==> src/rtl/ysyx_25040129_rd_arbiter.sv <==
// Two-master read-channel arbiter: serialises whole IFU/LSU read transactions
// (AR then R) onto a single memory read port, round-robin on contention.
module ysyx_25040129_rd_arbiter #(
  parameter int ADDR_W = 32,
  parameter int DATA_W = 32
) (
  input  logic              clk,
  input  logic              rst,

  input  logic [ADDR_W-1:0] ifu_araddr,
  input  logic              ifu_arvalid,
  output logic              ifu_arready,
  output logic [DATA_W-1:0] ifu_rdata,
  output logic [1:0]        ifu_rresp,
  output logic              ifu_rvalid,
  input  logic              ifu_rready,

  input  logic [ADDR_W-1:0] lsu_araddr,
  input  logic              lsu_arvalid,
  output logic              lsu_arready,
  output logic [DATA_W-1:0] lsu_rdata,
  output logic [1:0]        lsu_rresp,
  output logic              lsu_rvalid,
  input  logic              lsu_rready,

  output logic [ADDR_W-1:0] mem_araddr,
  output logic              mem_arvalid,
  input  logic              mem_arready,
  input  logic [DATA_W-1:0] mem_rdata,
  input  logic [1:0]        mem_rresp,
  input  logic              mem_rvalid,
  output logic              mem_rready
);

  // state | meaning
  // IDLE  | no owner; pick among pending arvalid (one-cycle arbitration bubble)
  // ADDR  | owner's AR channel routed to the slave, waiting for AR handshake
  // DATA  | owner's R channel routed from the slave, waiting for R handshake
  typedef enum logic [1:0] {
    IDLE = 2'd0,
    ADDR = 2'd1,
    DATA = 2'd2
  } state_t;

  state_t state_q, state_d;
  logic   owner_q, owner_d;
  logic   last_q, last_d;

  logic              own_arvalid;
  logic              own_rready;
  logic [ADDR_W-1:0] own_araddr;

  // owner: 0 = IFU, 1 = LSU
  assign own_arvalid = owner_q ? lsu_arvalid : ifu_arvalid;
  assign own_araddr  = owner_q ? lsu_araddr  : ifu_araddr;
  assign own_rready  = owner_q ? lsu_rready  : ifu_rready;

  // Data and response are broadcast; only rvalid is qualified by ownership.
  assign ifu_rdata = mem_rdata;
  assign ifu_rresp = mem_rresp;
  assign lsu_rdata = mem_rdata;
  assign lsu_rresp = mem_rresp;

  always_ff @(posedge clk) begin
    if (rst) begin
      state_q <= IDLE;
      owner_q <= 1'b0;
      last_q  <= 1'b1;
    end else begin
      state_q <= state_d;
      owner_q <= owner_d;
      last_q  <= last_d;
    end
  end

  always_comb begin
    state_d     = state_q;
    owner_d     = owner_q;
    last_d      = last_q;
    mem_araddr  = '0;
    mem_arvalid = 1'b0;
    mem_rready  = 1'b0;
    ifu_arready = 1'b0;
    lsu_arready = 1'b0;
    ifu_rvalid  = 1'b0;
    lsu_rvalid  = 1'b0;

    // Handshake outputs are forced low while rst is held, not just after the edge.
    if (!rst) begin
      case (state_q)
        IDLE: begin
          if (ifu_arvalid || lsu_arvalid) begin
            owner_d = (ifu_arvalid && lsu_arvalid) ? ~last_q : lsu_arvalid;
            state_d = ADDR;
          end
        end
        ADDR: begin
          mem_araddr  = own_araddr;
          mem_arvalid = own_arvalid;
          ifu_arready = ~owner_q & mem_arready;
          lsu_arready =  owner_q & mem_arready;
          if (own_arvalid && mem_arready) begin
            state_d = DATA;
          end
        end
        DATA: begin
          mem_rready = own_rready;
          ifu_rvalid = ~owner_q & mem_rvalid;
          lsu_rvalid =  owner_q & mem_rvalid;
          if (mem_rvalid && own_rready) begin
            state_d = IDLE;
            last_d  = owner_q;
          end
        end
        default: state_d = IDLE;
      endcase
    end
  end

endmodule
==> config.mk <==
export PLATFORM = sky130hd
export DESIGN_NAME = ysyx_25040129_rd_arbiter
export DESIGN_NICKNAME = d
export VERILOG_FILES = /design/src/rtl/ysyx_25040129_rd_arbiter.sv
export SDC_FILE = /design/constraint.sdc
export NUM_CORES = 1
export LEC_CHECK = 0
export ABC_AREA = 1
export BUFFER_PORTS_ARGS = -buffer_cell sky130_fd_sc_hd__clkbuf_2
export CAP_MARGIN = 15
export CORE_AREA = 2 2 82 84
export DETAILED_ROUTE_END_ITERATION = 16
export DIE_AREA = 0 0 84 86
export PLACE_DENSITY = 0.65
export SYNTH_ARGS = -nofsm -noshare
export SYNTH_HDL_FRONTEND = slang
export SYNTH_SLANG_ARGS = --single-unit
==> constraint.sdc <==
create_clock -name clk -period 0.95 [get_ports clk]
set_input_delay 0.19 -clock clk [delete_from_list [all_inputs] [get_ports clk]]
set_output_delay 0.19 -clock clk [all_outputs]
set_load 0.05 [all_outputs]
==> flow_summary.json <==
{
  "synth-simple-area-share_pct": 27.8,
  "hp-class": "in -> reg",
  "initial_core_util_pct": 22.3,
  "endpoint_kind": "output port",
  "clkLatencyLatePin_ns": 0.22,
  "layout_commonest_cell": "nand2_1",
  "ctsLongestPathBuffers": 2,
  "ys_seq_area_share_pct": 5.71,
  "cts.reportedPaths.clkPinSlew_ns": 0.03,
  "cts_tree": "done",
  "final_cell_mix": "nand2_1, clkbuf_2, a21oi_4",
  "wl_per_cell_um": 13.2,
  "worstPathArrival_ns": 1.30,
  "die_area_um2": 7220,
  "syn_inst": 228,
  "place_area_um2": 2050,
  "track_usage_pct": 11.8,
  "max_slew_margin_pct": 82.9,
  "post-route-period-util_pct": 156,
  "viasPerCell": 4.41,
  "rows": 29,
  "run_status": "finished, violations left",
  "post-route-drc-count": 0,
  "grt_max_degree": 21,
  "drt_wl_total_um": 4760,
  "r2r_slack_ns": -0.20,
  "root_buffer": "clkbuf_8",
  "crit_required_ns": 0.76,
  "synth.distinct_cells": 18,
  "syn-cell-area_um2": 1400,
  "overflow": 0,
  "diodes": 0,
  "tightestPinTransition_ns": 0.254,
  "crit_fanout": 20,
  "synth.avg_cell_area_um2": 6.15,
  "antenna_left": 0,
  "drv_slew": 0,
  "io_pins": 212,
  "synth_fa_ha_area_share_pct": 0,
  "synth_top_family_by_area": "buffers and inverters",
  "vias": 1591,
  "path_class": "reg -> out",
  "fmax_mhz": 673,
  "dieHeight_um": 86,
  "clock-sinks": 4,
  "grt_antenna_before_repair": 0,
  "gp_congestion": 0.817,
  "skew_ns": 0.00102,
  "portBuffers": 109,
  "drtIter0Drc": 16,
  "drive_above_1_share_pct": 69.0,
  "maxCapViolations": 0,
  "rsz0062_at_grt": "yes",
  "nNetsFinal": 392,
  "stdcell_area_um2": 2600,
  "layout_setup_ws_ns": -0.535,
  "synth_compound_area_share_pct": 21.0,
  "hpwl_um": 3620,
  "grt_pass1_vias": 1621,
  "min_period_ns": 1.49,
  "place_inst": 353,
  "yosys_warnings": 0,
  "final_cells": 361,
  "drt_pre_antenna_iters": 3,
  "setup_violations": 42,
  "violations": "negative setup slack",
  "grt_pass1_wl_um": 7180,
  "cts_hold_buf": 0,
  "p_leak_nw": 1.16,
  "htree_levels": 1,
  "vdd.ir_drop.worst_mv": 1.24,
  "synth_xor_area_share_pct": 0,
  "synth.net_count": 334,
  "hold_viol": 0,
  "synthMuxAreaShare_pct": 0,
  "power_per_cell_area_nw_per_um2": 1240,
  "area_growth_pct": 85.7,
  "ys_ff_latch": 4,
  "worst_setup_path_start_kind": "flop",
  "numCtsBuffers": 3,
  "core_area_um2": 6280,
  "die_w_um": 84
}
[worst max-delay path, cell delays in order, from the launching register on]
cell	delay (ns)
dfxtp_4	0.34
nor2_4	0.13
nand2_4	0.08
buf_12	0.19
a21oi_4	0.13
clkbuf_8	0.19
[registers in the layout, indices dropped and copies added, names as in the netlist]
name	cells
last_q	1
owner_q	1
state_q	2
[layout make-up]
type / count / area [µm²]
clock buffers: 3 / 41.3
fillers: 617 / 3670
inverters: 13 / 58.8
multi-input cells: 133 / 1090
flip-flops and latches: 4 / 88.8
well taps: 77 / 96.3
repair buffers: 131 / 1230
[report_power, final]
part	switching (mW)	internal, mW	total, mW
sequential	0.0559	0.204	0.260
combinational	1.53	1.07	2.60
clock	0.0925	0.271	0.363
total	1.67	1.55	3.22
[cells in the mapped netlist]
cell type  number  area [µm²]
nand2_1        79         297
buf_4          72         541
a21oi_2        29         254
inv_1          11        41.3
a21oi_1         6        30.0
nor2_1          6        22.5
nand3_1         5        25.0
dfxtp_1         4        80.1
buf_2           3        15.0
buf_6           3        33.8
nor3_1          2        10.0
o21ai_0         2        10.0
clkinv_1        1        3.75
inv_2           1        3.75
nand2_4         1        11.3
nor2_2          1        6.26
nor2_4          1        11.3
nor4_1          1        6.26
[metal layers]
layer	global-route usage (%)	vias up	share of wire, %
met4	3.08	0	2.0
li1	-	757	-
met3	2.50	16	7.6
met2	24.6	85	61
met1	11.6	733	30
met5	0	-	0
[cell families (layout without fill, tap and decap cells)]
| kind of cell | after synthesis | count (layout) |
|---|---|---|
| buf+inv | 91 | 147 |
| flops | 4 | 4 |
| compound gates | 37 | 37 |
| simple gates | 96 | 96 |
[metrics by stage]
stage	setup slack, ns	TNS [ns]	power (mW)	hold slack (ns)	utilization [%]
finish	-0.535	-19.72	3.22	0.318	41.5
floorplan	-0.368	-12.98	2.48	0.255	-
global route	-0.586	-22.13	3.41	0.350	41.5
global placement	-0.394	-14.07	2.30	0.380	32.7
CTS	-0.544	-19.99	2.99	0.320	39.1
detailed placement	-0.412	-15.07	2.33	0.380	32.7
[what timing repair did]
action / in CTS / in global routing
setup buffers: 2 / 2
gates cloned: 0 / 1
setup endpoints to repair: 42 / 42
gates resized for setup: 83 / 46
pin swaps: 6 / 6
[worst paths after layout]
check,from,endpoint,depth (start not counted)
max,state_q[1],mem_araddr[2],5
min,lsu_arvalid,owner_q,5
max reg2reg,owner_q,last_q,7
min reg2reg,last_q,last_q,2
Power figures use the tool's default switching activity.
